<file path="src/rtl/uart_tx_fifo_pkg.sv">
// Shared definitions for the uart transmit FIFO: byte width, dispatch FSM states
// and the count-width helper used by the interface and the top.
package uart_tx_fifo_pkg;

  localparam int BYTE_W = 8;

  typedef enum logic [1:0] {
    ST_IDLE = 2'd0,
    ST_SEND = 2'd1,
    ST_WAIT = 2'd2
  } tx_state_e;

  // count spans 0..DEPTH inclusive, so it needs one bit more than a pointer
  function automatic int cnt_w(input int depth);
    return $clog2(depth) + 1;
  endfunction

endpackage

</file>
<file path="src/rtl/uart_tx_fifo_if.sv">
// Host push side plus uart_tx handshake side of the transmit FIFO.
interface uart_tx_fifo_if
  import uart_tx_fifo_pkg::*;
#(
  parameter int DEPTH = 16
);
  localparam int CW = cnt_w(DEPTH);

  logic [BYTE_W-1:0] wr_data;
  logic              wr_en;
  logic              flush;
  logic              full;
  logic              empty;
  logic [CW-1:0]     count;
  logic              overflow;
  logic [BYTE_W-1:0] tx_data;
  logic              tx_send;
  logic              tx_ready;
  logic              busy;

  modport master (
    output wr_data, wr_en, flush, tx_ready,
    input  full, empty, count, overflow, tx_data, tx_send, busy
  );

  modport slave (
    input  wr_data, wr_en, flush, tx_ready,
    output full, empty, count, overflow, tx_data, tx_send, busy
  );

endinterface

</file>
<file path="src/rtl/uart_sync_fifo.sv">
// Single-clock FIFO with occupancy count, overflow pulse and synchronous flush.
// Read data is mem[rd_ptr] combinationally; a push is visible one cycle later.
module uart_sync_fifo #(
  parameter int DEPTH = 16,
  parameter int WIDTH = 8
) (
  input  logic                   clk,
  input  logic                   rst_n,
  input  logic [WIDTH-1:0]       wr_data,
  input  logic                   wr_en,
  input  logic                   rd_en,
  input  logic                   flush,
  output logic [WIDTH-1:0]       rd_data,
  output logic                   full,
  output logic                   empty,
  output logic [$clog2(DEPTH):0] count,
  output logic                   overflow
);
  localparam int ADDR_W = $clog2(DEPTH);
  localparam logic [ADDR_W:0] FULL_CNT = (ADDR_W+1)'(DEPTH);

  logic [DEPTH-1:0][WIDTH-1:0] mem;
  logic [ADDR_W-1:0]           wr_ptr, rd_ptr;
  logic                        do_push, do_pop;

  // flush beats everything: a coincident push is dropped silently
  assign do_push  = wr_en & ~full & ~flush;
  assign do_pop   = rd_en & ~empty & ~flush;
  assign overflow = wr_en & full & ~flush;

  assign full    = (count == FULL_CNT);
  assign empty   = (count == '0);
  assign rd_data = mem[rd_ptr];

  always_ff @(posedge clk) begin
    if (do_push) mem[wr_ptr] <= wr_data;
  end

  always_ff @(posedge clk or negedge rst_n) begin
    if (!rst_n) begin
      wr_ptr <= '0;
      rd_ptr <= '0;
      count  <= '0;
    end else if (flush) begin
      wr_ptr <= '0;
      rd_ptr <= '0;
      count  <= '0;
    end else begin
      if (do_push) wr_ptr <= wr_ptr + ADDR_W'(1);
      if (do_pop)  rd_ptr <= rd_ptr + ADDR_W'(1);
      case ({do_push, do_pop})
        2'b10:   count <= count + (ADDR_W+1)'(1);
        2'b01:   count <= count - (ADDR_W+1)'(1);
        default: count <= count;
      endcase
    end
  end

endmodule

</file>
<file path="src/rtl/uart_tx_fifo.sv">
// Transmit FIFO and dispatch FSM feeding uart_tx's data/send/ready handshake.
// ready arrives from the clk_uart side, so every FSM decision uses its 2-flop copy.
module uart_tx_fifo
  import uart_tx_fifo_pkg::*;
#(
  parameter int DEPTH = 16
) (
  input logic          clk,
  input logic          rst_n,
  uart_tx_fifo_if.slave bus
);
  localparam int CW = cnt_w(DEPTH);

  tx_state_e         state;
  logic [1:0]        rdy_pipe;
  logic              rdy_s;
  logic              pop;
  logic [BYTE_W-1:0] fifo_rd;
  logic [BYTE_W-1:0] tx_data_q;
  logic              tx_send_q;
  logic              fifo_empty;
  logic [CW-1:0]     fifo_count;

  always_ff @(posedge clk or negedge rst_n) begin
    if (!rst_n) rdy_pipe <= '0;
    else        rdy_pipe <= {rdy_pipe[0], bus.tx_ready};
  end
  assign rdy_s = rdy_pipe[1];

  assign pop = (state == ST_IDLE) & ~fifo_empty & rdy_s;

  uart_sync_fifo #(
    .DEPTH (DEPTH),
    .WIDTH (BYTE_W)
  ) u_fifo (
    .clk      (clk),
    .rst_n    (rst_n),
    .wr_data  (bus.wr_data),
    .wr_en    (bus.wr_en),
    .rd_en    (pop),
    .flush    (bus.flush),
    .rd_data  (fifo_rd),
    .full     (bus.full),
    .empty    (fifo_empty),
    .count    (fifo_count),
    .overflow (bus.overflow)
  );

  // tx_send rises one cycle into SEND and drops as soon as uart_tx leaves READY,
  // so a new frame never starts before the previous one finished its stop bits.
  always_ff @(posedge clk or negedge rst_n) begin
    if (!rst_n) begin
      state     <= ST_IDLE;
      tx_data_q <= '0;
      tx_send_q <= 1'b0;
    end else begin
      case (state)
        ST_IDLE: begin
          tx_send_q <= 1'b0;
          if (pop) begin
            tx_data_q <= fifo_rd;
            state     <= ST_SEND;
          end
        end
        ST_SEND: begin
          if (!rdy_s) begin
            tx_send_q <= 1'b0;
            state     <= ST_WAIT;
          end else begin
            tx_send_q <= 1'b1;
          end
        end
        ST_WAIT: begin
          tx_send_q <= 1'b0;
          if (rdy_s) state <= ST_IDLE;
        end
        default: begin
          tx_send_q <= 1'b0;
          state     <= ST_IDLE;
        end
      endcase
    end
  end

  assign bus.tx_data = tx_data_q;
  assign bus.tx_send = tx_send_q;
  assign bus.empty   = fifo_empty;
  assign bus.count   = fifo_count;
  assign bus.busy    = (state != ST_IDLE) | ~fifo_empty;

endmodule

</file>
<file path="src/flat_wrapper.sv">
// flat-port wrapper written by rule: the top's interface ports become plain ports
module uart_tx_fifo_flat import uart_tx_fifo_pkg::*;
#(
  parameter int DEPTH = 16
)
  (clk, rst_n, bus_wr_data, bus_wr_en, bus_flush, bus_tx_ready, bus_full, bus_empty, bus_count, bus_overflow, bus_tx_data, bus_tx_send, bus_busy);
  uart_tx_fifo_if #(.DEPTH(DEPTH)) bus_i ();
  input logic clk;
  input logic rst_n;
  input wire logic [$bits(bus_i.wr_data)-1:0] bus_wr_data;
  input wire logic [$bits(bus_i.wr_en)-1:0] bus_wr_en;
  input wire logic [$bits(bus_i.flush)-1:0] bus_flush;
  input wire logic [$bits(bus_i.tx_ready)-1:0] bus_tx_ready;
  output wire logic [$bits(bus_i.full)-1:0] bus_full;
  output wire logic [$bits(bus_i.empty)-1:0] bus_empty;
  output wire logic [$bits(bus_i.count)-1:0] bus_count;
  output wire logic [$bits(bus_i.overflow)-1:0] bus_overflow;
  output wire logic [$bits(bus_i.tx_data)-1:0] bus_tx_data;
  output wire logic [$bits(bus_i.tx_send)-1:0] bus_tx_send;
  output wire logic [$bits(bus_i.busy)-1:0] bus_busy;
  assign bus_i.wr_data = bus_wr_data;
  assign bus_i.wr_en = bus_wr_en;
  assign bus_i.flush = bus_flush;
  assign bus_i.tx_ready = bus_tx_ready;
  assign bus_full = bus_i.full;
  assign bus_empty = bus_i.empty;
  assign bus_count = bus_i.count;
  assign bus_overflow = bus_i.overflow;
  assign bus_tx_data = bus_i.tx_data;
  assign bus_tx_send = bus_i.tx_send;
  assign bus_busy = bus_i.busy;
  uart_tx_fifo #(.DEPTH(DEPTH)) u_core (.clk(clk), .rst_n(rst_n), .bus(bus_i));
endmodule
</file>
<file path="config.mk">
export PLATFORM = sky130hd
export DESIGN_NAME = uart_tx_fifo_flat
export DESIGN_NICKNAME = d
export VERILOG_FILES = /design/src/rtl/uart_tx_fifo_pkg.sv /design/src/rtl/uart_tx_fifo_if.sv /design/src/rtl/uart_sync_fifo.sv /design/src/rtl/uart_tx_fifo.sv /design/src/flat_wrapper.sv
export SDC_FILE = /design/constraint.sdc
export NUM_CORES = 1
export LEC_CHECK = 0
export CAP_MARGIN = 20
export CORE_UTILIZATION = 54
export DETAILED_ROUTE_END_ITERATION = 8
export PLACE_DENSITY = 0.87
export SETUP_SLACK_MARGIN = 0.02
export SYNTH_ARGS = -nofsm -noshare
export SYNTH_HDL_FRONTEND = slang
export SYNTH_SLANG_ARGS = --single-unit
</file>
<file path="constraint.sdc">
create_clock -name clk -period 2.4 [get_ports clk]
set_input_delay 0.48 -clock clk [delete_from_list [all_inputs] [get_ports clk]]
set_output_delay 0.48 -clock clk [all_outputs]
set_load 0.03 [all_outputs]
</file>
==> summary.md <==
| Metric | Value |
|---|---|
| RSZ-0062 raised after global routing | yes |
| Core ar. | 11,500 µm² |
| TNS Setup | -0.0476 ns |
| Antenna Violating Nets Remaining | 0 |
| Num CTS Buffers | 17 |
| GPL Wtd Cong | 0.883 |
| Cell Area, Placed | roughly 7000 µm² |
| Reg2Reg Setup Slack | -0.03 ns |
| FMAX | 0.412 GHz |
| Final setup fails | 2 |
| Synth area leader | edfxtp_1 |
| CP Launch Type | flip-flop |
| VDD IR max | 0.751 mV |
| Measured slew at the worst slew-check pin | approximately 1.1 ns |
| Port bufs | 30 |
| Status | finished, violations left |
| Critical Path Sink | u_core.u_fifo.count[4]$_DFFE_PN0P_ |
| Leak | roughly 2.7 nW |
| PwrDens | 1120 nW/µm² |
| Worst Setup End Kind | flip-flop |
| DIE WIDTH | approximately 110 µm |
| Hold Crit Class | reg -> reg |
| Mapped Area | 6420 µm² |
| Critical path's top delay family | simple AND/OR/NAND/NOR gates |
| Crit path from | u_core.u_fifo.count[0]$_DFFE_PN0P_ |
| CP bufs+invs | 0 |
| Root Buffer | clkbuf_16 |
| Maxcap violations | 0 |
| Failing checks | design-rule violations, negative setup slack |
| Largest net degree at the start of global routing | 36 |
| # nets final | 457 |
| Share of the synthesized area in the top cell type | 59.9% |
| Slew Viols, Final | 0 |
| Worst skew pair latency | 0.43 ns |
| Sequential cell area | 4500 µm² |
| Dpl ws | -0.235 ns |
| Post-synth top cells | 128 x edfxtp_1, 36 x nor2_1, 32 x mux4_2 |
| Syn Nets | 379 |
| Ys async rst share | between 10% and 20% |
| N_diodes | 0 |
| CP Data Required Time | 2.76 ns |
| Drt total wl | 13.8 mm |
| Num ports | 31 |
| Hold path start | u_core.rdy_pipe[0]$_DFF_PN0_ |
| Initial Utilization | 55.7% |
| CP cell instances | or4_4, nor2_4, nor4_4, xnor2_1, ha_2, nand2_2, a21oi_4, o22ai_2, a21oi_1, o211a_1 |
| Initial DRC Count | 335 |
| Clock Skews | 0.0103 ns |
| #FFs+latches synth | roughly 150 |
| CP Max Fanout | 5 |
| 1st-pass router iterations | 7 |
| GR Overflow Total | 0 |
| Post-Synthesis Cells | around 360 |
| DRC violations left | 6 |
| Critical-path top delay cell | or4_4 |
| Area Overhead vs Synth | 22.4% |
| Number of H-tree levels | 4 |
| Cells on worst reg2reg path | 10 |
| Layout cells sized above 1 | 32.7% |
| Row cnt | 39 |
| Worst path depth | 10 |
| Synth Warn # | 0 |
| CP Data Arrival Time | ~2.8 ns |
| Area of the multi-input gates | approximately 1900 µm² |
| Hold-fix buffers at CTS | 0 |
| Sequential-to-total area share from yosys stat | 70.0% |
| Clock Path Buffers | 2 |
| Finished Cell Area | between 7000 and 8000 µm² |
| CTS tree | built |
| Wire per inst | around 23 µm |
| Period utilization | 101% |
| DR vias/cell | between 6 and 7 |
| Post-DP HPWL | 8.31 mm |
| R2R Path Start | u_core.u_fifo.count[0]$_DFFE_PN0P_ |
| Period minus WS final | 2.43 ns |
| Vias post-DR | 3,644 |
| Synth area leaders | edfxtp_1 60%, mux4_2 11%, dfrtp_1 10%, mux2i_1 3.0%, nor2_1 2.1% |
| # clock sinks | between 150 and 200 |
| Final Hold Fails | 0 |
| Netlist cell types | 52 |
| # fillers | 699 |
| Reg clk slew, reported paths | ~0.060 ns |
| Die ar. | approximately 12,000 µm² |
| Initial antenna violation count | 0 |
| Syn avg cell area | 17.9 µm² |
| Die height | 111 µm |
| Slew margin rel. | 29.3% |
| Setup ws final | -0.0290 ns |
| Post-synth EDFFs | ~130 |
| Synth Flop Type | edfxtp_1 |
| Vias in the first global route | 3,866 |
| Worst r2r dst | u_core.u_fifo.count[4]$_DFFE_PN0P_ |
| Count leader, synth | edfxtp_1 |
| CP peak stage delay | around 0.56 ns |
| Crit Path Class | reg -> reg |
| GRT Total Usage | between 20% and 30% |
| First-pass GRT wire length | about 21 mm |
worst register-to-register path: stages, from the launching register on:
cell	delay, ns
dfrtp_2	0.42
or4_4	0.56
nor2_4	0.13
nor4_4	0.07
xnor2_1	0.18
ha_2	0.30
nand2_2	0.11
a21oi_4	0.21
o22ai_2	0.10
a21oi_1	0.14
o211a_1	0.15
worst min path at each step:
stage                                             end  slack (ns)  cells after the start
CTS                      u_core.rdy_pipe[1]$_DFF_PN0_        0.38                      0
floorplan           u_core.bus.tx_data[0]$_DFFE_PN0P_        0.18                      0
global placement         u_core.rdy_pipe[1]$_DFF_PN0_        0.34                      0
finish                   u_core.rdy_pipe[1]$_DFF_PN0_        0.37                      0
global route             u_core.rdy_pipe[1]$_DFF_PN0_        0.38                      0
detailed placement       u_core.rdy_pipe[1]$_DFF_PN0_        0.35                      0
layout by cell type (no fill, tap or decap), types with 3 or more instances in the layout:
cell type          n
nand3_1            4
mux2i_1           19
mux4_2            32
nor2_1            36
dfrtp_2            4
inv_6              4
nand2_1           10
dfrtp_1           22
clkdlybuf4s50_1   26
buf_4             47
clkinvlp_4         3
inv_1              5
edfxtp_1         128
xnor2_1            4
ha_1               6
nor3_1             5
and2_1             3
a221oi_2           8
xor2_1             5
nand2b_1           3
buf_6              6
clkbuf_16         17
a21oi_1            6
through the flow:
step | total power, W | utilization, % | hold slack (ns) | cells
6_report | 0.00877 | 68.2 | 0.374 | 593
5_1_grt | 0.00909 | 68.2 | 0.384 | 593
4_1_cts | 0.00868 | 67.7 | 0.379 | 590
3_5_place_dp | 0.00589 | 62.0 | 0.354 | 556
3_3_place_gp | 0.00581 | 62.0 | 0.341 | 556
2_1_floorplan | 0.00503 | - | 0.184 | 359
layout make-up:
cell class              instances  area share (%)
clock buffers                  18            5.47
clock inverters                14            2.06
inverters                       6           0.287
multi-input cells             177            23.6
flip-flops and latches        154            57.3
well taps                     143            2.28
repair buffers                 81            8.99
registers in the layout, summed over array words and instances (netlist names):
register	count
u_core.u_fifo.rd_ptr	4
u_core.u_fifo.count	5
u_core.rdy_pipe	2
u_core.state	2
u_core.bus.tx_data	8
u_core.u_fifo.mem	128
u_core.bus.tx_send	1
u_core.u_fifo.wr_ptr	4
cell families (layout without fill, tap and decap cells):
kind of cell               Yosys count  count (layout)  share of synthesized area (%)
xor gates and xnor gates             9               9                           1.23
AOI/OAI and AO/OA                   33              33                           4.95
buffers and inverters               28             119                           2.11
DFF                                154             154                           70.0
and+or+nand+nor                     77              77                           6.12
adders and majority gates            7               7                           1.36
muxes                               51              51                           14.2
report_power, final:
group	internal, W	switching, W
registers	0.00308	0.000137
clock network	0.00156	0.00114
logic	0.00136	0.00150
metal layers:
metal / wire length (µm) / global-route usage (%) / vias up / part of all wire (%)
met3: 867 / 6.34 / 24 / 6.3
met4: 242 / 9.46 / 0 / 1.8
li1: - / - / 1582 / -
met1: 5420 / 30.3 / 1890 / 39
met5: 0 / 0 / - / 0
met2: 7260 / 40.1 / 148 / 53
repair_timing:
item,4_1_cts,5_1_grt
pin swaps,2,9
gates resized for setup,18,9
setup endpoints to repair,4,5
setup buffers,2,4
Note: power is estimated with default switching activity, not from simulation.
